==> src/rtl/program_memory_loader_if.sv <==
// Byte-stream and program-memory write signals of the loader, grouped as one bundle.
// master = stream source / memory side; slave = the loader itself.
interface program_memory_loader_if #(
    parameter int unsigned DATA_WIDTH = 32
);
    logic [7:0]            byte_data;
    logic                  byte_valid;
    logic                  byte_ready;
    logic                  mem_write;
    logic [DATA_WIDTH-1:0] mem_address;
    logic [DATA_WIDTH-1:0] mem_data;

    modport master (
        output byte_data,
        output byte_valid,
        input  byte_ready,
        input  mem_write,
        input  mem_address,
        input  mem_data
    );

    modport slave (
        input  byte_data,
        input  byte_valid,
        output byte_ready,
        output mem_write,
        output mem_address,
        output mem_data
    );
endinterface

==> src/rtl/program_memory_loader.sv <==
// Assembles a little-endian byte stream into 32-bit words and writes them to program memory,
// holding the core in reset while loading. Define LOADER_CHECKSUM_EN for a trailing checksum byte.
module program_memory_loader #(
    parameter int unsigned MEMORY_DEPTH = 32,
    parameter int unsigned DATA_WIDTH   = 32,
    parameter int unsigned COUNT_WIDTH  = 16,
    parameter int unsigned BASE_ADDRESS = 0
) (
    input  logic                   clk,
    input  logic                   reset,
    input  logic                   Start_i,
    input  logic [COUNT_WIDTH-1:0] Word_Count_i,
    program_memory_loader_if.slave bus,
    output logic                   Busy_o,
    output logic                   Core_Hold_o,
    output logic                   Done_o,
    output logic                   Error_o
);

    // Words that fit between BASE_ADDRESS and the top of memory.
    localparam int unsigned Capacity =
        (BASE_ADDRESS >= MEMORY_DEPTH) ? 0 : MEMORY_DEPTH - BASE_ADDRESS;

`ifdef LOADER_CHECKSUM_EN
    typedef enum logic [2:0] {StIdle, StCollect, StWrite, StDone, StCheck} state_e;
`else
    typedef enum logic [2:0] {StIdle, StCollect, StWrite, StDone} state_e;
`endif

    state_e                 state_q, state_d;
    logic [COUNT_WIDTH-1:0] count_q, count_d;
    logic [COUNT_WIDTH-1:0] idx_q, idx_d;
    logic [1:0]             byte_cnt_q, byte_cnt_d;
    logic [DATA_WIDTH-1:0]  data_q, data_d;
    logic [DATA_WIDTH-1:0]  mem_addr_q, mem_addr_d;
    logic [DATA_WIDTH-1:0]  mem_data_q, mem_data_d;
    logic                   mem_write_q, mem_write_d;
    logic                   ready_q, ready_d;
    logic                   busy_q, busy_d;
    logic                   done_q, done_d;
    logic                   error_q, error_d;
`ifdef LOADER_CHECKSUM_EN
    logic [7:0]             sum_q, sum_d;
`endif

    logic        accept;
    logic [31:0] count_ext;
    state_e      after_last;

    assign accept    = ready_q & bus.byte_valid;
    assign count_ext = 32'(Word_Count_i);
`ifdef LOADER_CHECKSUM_EN
    assign after_last = StCheck;
`else
    assign after_last = StDone;
`endif

    always_comb begin
        state_d    = state_q;
        count_d    = count_q;
        idx_d      = idx_q;
        byte_cnt_d = byte_cnt_q;
        data_d     = data_q;
        mem_addr_d = mem_addr_q;
        mem_data_d = mem_data_q;
        error_d    = error_q;
`ifdef LOADER_CHECKSUM_EN
        sum_d      = sum_q;
`endif

        case (state_q)
            StIdle: begin
                if (Start_i) begin
                    count_d    = Word_Count_i;
                    idx_d      = '0;
                    byte_cnt_d = 2'd0;
                    error_d    = 1'b0;
`ifdef LOADER_CHECKSUM_EN
                    sum_d      = 8'd0;
`endif
                    if (Word_Count_i == '0) begin
                        state_d = after_last;
                    end else if (count_ext > Capacity) begin
                        error_d = 1'b1;
                    end else begin
                        state_d = StCollect;
                    end
                end
            end

            StCollect: begin
                if (accept) begin
                    // Shift in from the top so the first byte ends up as the LSB.
                    data_d     = {bus.byte_data, data_q[DATA_WIDTH-1:8]};
                    byte_cnt_d = byte_cnt_q + 2'd1;
`ifdef LOADER_CHECKSUM_EN
                    sum_d      = sum_q + bus.byte_data;
`endif
                    if (byte_cnt_q == 2'd3) begin
                        state_d    = StWrite;
                        mem_addr_d = DATA_WIDTH'(BASE_ADDRESS) + DATA_WIDTH'(idx_q);
                        mem_data_d = data_d;
                    end
                end
            end

            StWrite: begin
                if (idx_q == count_q - COUNT_WIDTH'(1)) begin
                    state_d = after_last;
                end else begin
                    idx_d   = idx_q + COUNT_WIDTH'(1);
                    state_d = StCollect;
                end
            end

`ifdef LOADER_CHECKSUM_EN
            StCheck: begin
                if (accept) begin
                    if (bus.byte_data != sum_q) begin
                        error_d = 1'b1;
                    end
                    state_d = StDone;
                end
            end
`endif

            StDone: begin
                state_d = StIdle;
            end

            default: begin
                state_d = StIdle;
            end
        endcase

        // Outputs are registered, decoded from the state being entered.
        busy_d      = (state_d != StIdle);
        mem_write_d = (state_d == StWrite);
        done_d      = (state_d == StDone);
`ifdef LOADER_CHECKSUM_EN
        ready_d     = (state_d == StCollect) || (state_d == StCheck);
`else
        ready_d     = (state_d == StCollect);
`endif
    end

    always_ff @(posedge clk or negedge reset) begin
        if (!reset) begin
            state_q     <= StIdle;
            count_q     <= '0;
            idx_q       <= '0;
            byte_cnt_q  <= 2'd0;
            data_q      <= '0;
            mem_addr_q  <= '0;
            mem_data_q  <= '0;
            mem_write_q <= 1'b0;
            ready_q     <= 1'b0;
            busy_q      <= 1'b0;
            done_q      <= 1'b0;
            error_q     <= 1'b0;
`ifdef LOADER_CHECKSUM_EN
            sum_q       <= 8'd0;
`endif
        end else begin
            state_q     <= state_d;
            count_q     <= count_d;
            idx_q       <= idx_d;
            byte_cnt_q  <= byte_cnt_d;
            data_q      <= data_d;
            mem_addr_q  <= mem_addr_d;
            mem_data_q  <= mem_data_d;
            mem_write_q <= mem_write_d;
            ready_q     <= ready_d;
            busy_q      <= busy_d;
            done_q      <= done_d;
            error_q     <= error_d;
`ifdef LOADER_CHECKSUM_EN
            sum_q       <= sum_d;
`endif
        end
    end

    assign bus.byte_ready  = ready_q;
    assign bus.mem_write   = mem_write_q;
    assign bus.mem_address = mem_addr_q;
    assign bus.mem_data    = mem_data_q;
    assign Busy_o          = busy_q;
    assign Core_Hold_o     = busy_q;
    assign Done_o          = done_q;
    assign Error_o         = error_q;

endmodule

==> src/flat_wrapper.sv <==
// flat-port wrapper written by rule: the top's interface ports become plain ports
module program_memory_loader_flat 
#(
    parameter int unsigned MEMORY_DEPTH = 32,
    parameter int unsigned DATA_WIDTH   = 32,
    parameter int unsigned COUNT_WIDTH  = 16,
    parameter int unsigned BASE_ADDRESS = 0
)
  (clk, reset, Start_i, Word_Count_i, Busy_o, Core_Hold_o, Done_o, Error_o, bus_byte_data, bus_byte_valid, bus_byte_ready, bus_mem_write, bus_mem_address, bus_mem_data);
  program_memory_loader_if #(.DATA_WIDTH(DATA_WIDTH)) bus_i ();
  input  logic clk;
  input  logic reset;
  input  logic Start_i;
  input  logic [COUNT_WIDTH-1:0] Word_Count_i;
  output logic Busy_o;
  output logic Core_Hold_o;
  output logic Done_o;
  output logic Error_o;
  input wire logic [$bits(bus_i.byte_data)-1:0] bus_byte_data;
  input wire logic [$bits(bus_i.byte_valid)-1:0] bus_byte_valid;
  output wire logic [$bits(bus_i.byte_ready)-1:0] bus_byte_ready;
  output wire logic [$bits(bus_i.mem_write)-1:0] bus_mem_write;
  output wire logic [$bits(bus_i.mem_address)-1:0] bus_mem_address;
  output wire logic [$bits(bus_i.mem_data)-1:0] bus_mem_data;
  assign bus_i.byte_data = bus_byte_data;
  assign bus_i.byte_valid = bus_byte_valid;
  assign bus_byte_ready = bus_i.byte_ready;
  assign bus_mem_write = bus_i.mem_write;
  assign bus_mem_address = bus_i.mem_address;
  assign bus_mem_data = bus_i.mem_data;
  program_memory_loader #(.MEMORY_DEPTH(MEMORY_DEPTH), .DATA_WIDTH(DATA_WIDTH), .COUNT_WIDTH(COUNT_WIDTH), .BASE_ADDRESS(BASE_ADDRESS)) u_core (.clk(clk), .reset(reset), .Start_i(Start_i), .Word_Count_i(Word_Count_i), .bus(bus_i), .Busy_o(Busy_o), .Core_Hold_o(Core_Hold_o), .Done_o(Done_o), .Error_o(Error_o));
endmodule
==> config.mk <==
export PLATFORM = sky130hd
export DESIGN_NAME = program_memory_loader_flat
export DESIGN_NICKNAME = d
export VERILOG_FILES = /design/src/rtl/program_memory_loader_if.sv /design/src/rtl/program_memory_loader.sv /design/src/flat_wrapper.sv
export SDC_FILE = /design/constraint.sdc
export NUM_CORES = 1
export LEC_CHECK = 0
export CORE_MARGIN = 10
export CORE_UTILIZATION = 25
export CTS_CLUSTER_DIAMETER = 50
export DETAILED_ROUTE_END_ITERATION = 12
export PLACE_DENSITY_LB_ADDON = 0.08
export SLEW_MARGIN = 15
export SYNTH_ARGS = -nofsm -noshare
export SYNTH_HDL_FRONTEND = slang
export SYNTH_SLANG_ARGS = --single-unit
==> constraint.sdc <==
create_clock -name clk -period 2.99 [get_ports clk]
set_input_delay 0.299 -clock clk [delete_from_list [all_inputs] [get_ports clk]]
set_output_delay 0.299 -clock clk [all_outputs]
set_load 0.05 [all_outputs]
==> run metrics <==
sum of internal, switching and leakage power=0.00401 W; H-tree lvl count=4; Primary FF master, synth=sky130_fd_sc_hd__dfrtp_1; Net count, final=584; simple-gate share of the synthesized area=14.9%; achievable clock frequency=350 MHz; filler cell count=2091; sequential-to-total area share from yosys stat=54.0%; root buffer selected by CTS=sky130_fd_sc_hd__clkbuf_16; Synth Area in Compound Gates=6.28%; CP max FO=16; synthesized area per cell=11.6 um^2; I/O Pins=98; share of final-layout standard cells stronger than drive strength 1=23.7%; number of rows created at floorplan=53; total of warnings raised by yosys=0; gate count after technology mapping=457; sum of negative setup slack=0 ns; area delta synth->final=33.3%; post-route standard cell area excluding fillers=0.00704 mm^2; startpoint types=register; Die Span X=165 um; crit share post-route=95.6%; placed inst area=0.00642 mm^2; number of flops mapped to enable cells by yosys=0; count of inserted antenna diode cells=0; number of endpoints failing setup at the final stage=0; Max Cap Viol=0; Synth cell types=49; all-layer global routing usage=10.9%; number of buffers on the longest clock path=2; worst path arrival time=3.20 ns; cell leakage power=3.17 nW; routed via count=3816; number of antenna violations at the first check in global routing=0; final hold violations=0; ANT nets after route=0; First-pass DRT Iterations=4; largest net degree at the start of global routing=76; wire length of the first global-routing pass=23000 um; Reg clk slew, reported paths=0.06 ns; slack of the worst reg-to-reg path=0.13 ns; Final Slew Violations=0; Max transition margin=45.6%; Tightest Hold Check Type=in -> reg; asr flop ratio synth=100%; routed wire length=14200 um; outcome=complete, no violations; Peak supply drop=0.383 mV; synthesized-area fraction occupied by adder cells=0.711%; area taken by flip-flops and latches=0.00285 mm^2; Worst Clk Skew=0.00607 ns; xor and xnor area share after synthesis=2.49%; number of synthesized register bits=114; PwrDens=570 mW/mm^2; critical path required time=3.33 ns; master of the slowest instance on the critical path=sky130_fd_sc_hd__or4_4; share of synthesized area spent on multiplexers=16.2%; setup repair after global routing missed its margin=no; cell area after synthesis=0.00528 mm^2; slew at the pin with the worst max-slew slack=0.814 ns; die area=0.0273 mm^2; die boundary height=165 um; number of setup buffers added after CTS=0; average detailed-routed wire length per instance=17.0 um; weighted congestion at the end of routability-driven global placement=0.779; worst-skew pair later-pin latency=0.41 ns; detailed placer's ending HPWL=10100 um; sum of overflow across all layers after global routing=0; library cell appearing most often on the critical path=sky130_fd_sc_hd__or4_1; vias in the first global route=4096; Inserted Clock Buffers=17; multi-input combinational cell area=0.00223 mm^2; sequence of cells on the critical path=or4_4 -> or4_1 -> a311oi_2 -> o21ai_1 -> nor4b_4 -> buf_6 -> or4_1 -> a21oi_2; CP Capture Type=register; initial standard-cell utilization of the core=25.3%; detailed-route vias per instance=4.54; Min Clock Period, post-route=2.86 ns; 1st-iter DRT viols=145; dominant combinational cell family by area after synthesis=multiplexers; DRC viols=0; Std-Cell Core Area=0.0209 mm^2; number of buffers inserted by port buffering=81; CTS sink count=114; delay of the slowest critical-path stage=0.55 ns; CTS tree=built; category of the critical setup timing path=reg -> reg
layer usage:
metal / share of wire (%) / vias up / track usage, %
met1: 42 / 1912 / 12.6
met5: 0 / - / 0
met2: 48 / 95 / 17.2
met3: 9.3 / 12 / 5.63
li1: - / 1797 / -
met4: 1.3 / 0 / 3.47
state kept, by name, indices dropped and copies added (netlist names), 2 cells and up:
name                    flops
u_core.bus.mem_data        32
u_core.byte_cnt_q           2
u_core.data_q              24
u_core.count_q             16
u_core.idx_q               16
u_core.bus.mem_address     16
u_core.state_q              3
critical path: cells and delay by family (launching register included):
| kind | cells | cell delay (ns) |
|---|---|---|
| AND/OR/NAND/NOR | 4 | 1.77 |
| buffers and inverters | 1 | 0.16 |
| flip-flops | 1 | 0.38 |
| AO/OA/AOI/OAI | 3 | 0.48 |
area by class of cell:
type	instances	share of cell area [%]
clock buffers	18	6.10
clock inverters	13	2.31
inverters	10	0.533
multi-input cells	310	31.7
flip-flops and latches	114	40.5
well taps	275	4.89
repair buffers	100	14.0
where the power goes:
group	switching (W)	total [W]	internal, W
Combinational	0.000221	0.000357	0.000137
Clock	0.000735	0.00204	0.00130
Sequential	0.0000357	0.00162	0.00158
placed cells by master (no fill, tap or decap), types with 7 or more instances in the layout:
cell,synthesis,routed
sky130_fd_sc_hd__a21oi_1,14,13
sky130_fd_sc_hd__buf_4,18,16
sky130_fd_sc_hd__clkbuf_16,0,17
sky130_fd_sc_hd__clkdlybuf4s50_1,0,80
sky130_fd_sc_hd__conb_1,1,17
sky130_fd_sc_hd__dfrtp_1,114,114
sky130_fd_sc_hd__inv_1,10,10
sky130_fd_sc_hd__mux2_2,73,73
sky130_fd_sc_hd__nand2_1,57,57
sky130_fd_sc_hd__nand3_1,7,7
sky130_fd_sc_hd__nor2_1,11,11
sky130_fd_sc_hd__nor3_1,14,12
sky130_fd_sc_hd__nor4_1,7,7
sky130_fd_sc_hd__o21ai_0,7,7
sky130_fd_sc_hd__o31ai_1,11,11
sky130_fd_sc_hd__or4_1,12,12
sky130_fd_sc_hd__xnor2_1,8,8
sky130_fd_sc_hd__xor2_1,7,7
final timing paths:
path | endpoint | from | cells past startpoint
setup / recovery | u_core.idx_q[15] | u_core.count_q[2] | 8
hold / removal | u_core.count_q[11] | Word_Count_i[11] | 3
setup reg to reg | u_core.idx_q[15] | u_core.count_q[2] | 8
hold reg to reg | u_core.byte_cnt_q[0] | u_core.byte_cnt_q[0] | 1
max in group asynchronous | u_core.bus.mem_address[3] | reset | 3
min in group asynchronous | u_core.bus.mem_address[15] | reset | 2
kinds of logic after synthesis:
logic type | Yosys count
xor+xnor | 15
flops | 114
other cells | 1
compound gates | 52
simple gates | 147
buf+inv | 49
mux | 76
fa+ha+maj | 3
cell usage after synthesis, types with 6 or more instances:
cell type | count | area (um^2)
sky130_fd_sc_hd__a21oi_1 | 14 | 70.1
sky130_fd_sc_hd__a31oi_1 | 6 | 37.5
sky130_fd_sc_hd__and3_1 | 6 | 37.5
sky130_fd_sc_hd__buf_4 | 18 | 135
sky130_fd_sc_hd__clkbuf_1 | 15 | 56.3
sky130_fd_sc_hd__dfrtp_1 | 114 | 2850
sky130_fd_sc_hd__inv_1 | 10 | 37.5
sky130_fd_sc_hd__mux2_2 | 73 | 822
sky130_fd_sc_hd__nand2_1 | 57 | 214
sky130_fd_sc_hd__nand3_1 | 7 | 35.0
sky130_fd_sc_hd__nand4_1 | 6 | 37.5
sky130_fd_sc_hd__nor2_1 | 11 | 41.3
sky130_fd_sc_hd__nor3_1 | 14 | 70.1
sky130_fd_sc_hd__nor4_1 | 7 | 43.8
sky130_fd_sc_hd__o21ai_0 | 7 | 35.0
sky130_fd_sc_hd__o31ai_1 | 11 | 82.6
sky130_fd_sc_hd__or3_1 | 6 | 37.5
sky130_fd_sc_hd__or4_1 | 12 | 90.1
sky130_fd_sc_hd__xnor2_1 | 8 | 70.1
sky130_fd_sc_hd__xor2_1 | 7 | 61.3
repair_timing:
action                                 in CTS  in global routing
setup endpoints to repair                   0                 10
endpoints found under the hold margin      39                  0
hold buffers                                1                  0
resized for setup                           0                  4
metrics by stage:
step | hold slack [ns] | cells | setup WS (ns) | utilization (%)
after floorplan | 0.00341 | 473 | 0.0170 | -
after global placement | 0.316 | 808 | 0.120 | 30.7
after detailed placement | 0.318 | 808 | 0.0361 | 30.7
after CTS | 0.433 | 840 | 0.0260 | 33.6
after global routing | 0.456 | 840 | 0.00802 | 33.7
final | 0.450 | 840 | 0.130 | 33.7
(Power assumes the default switching activity.)
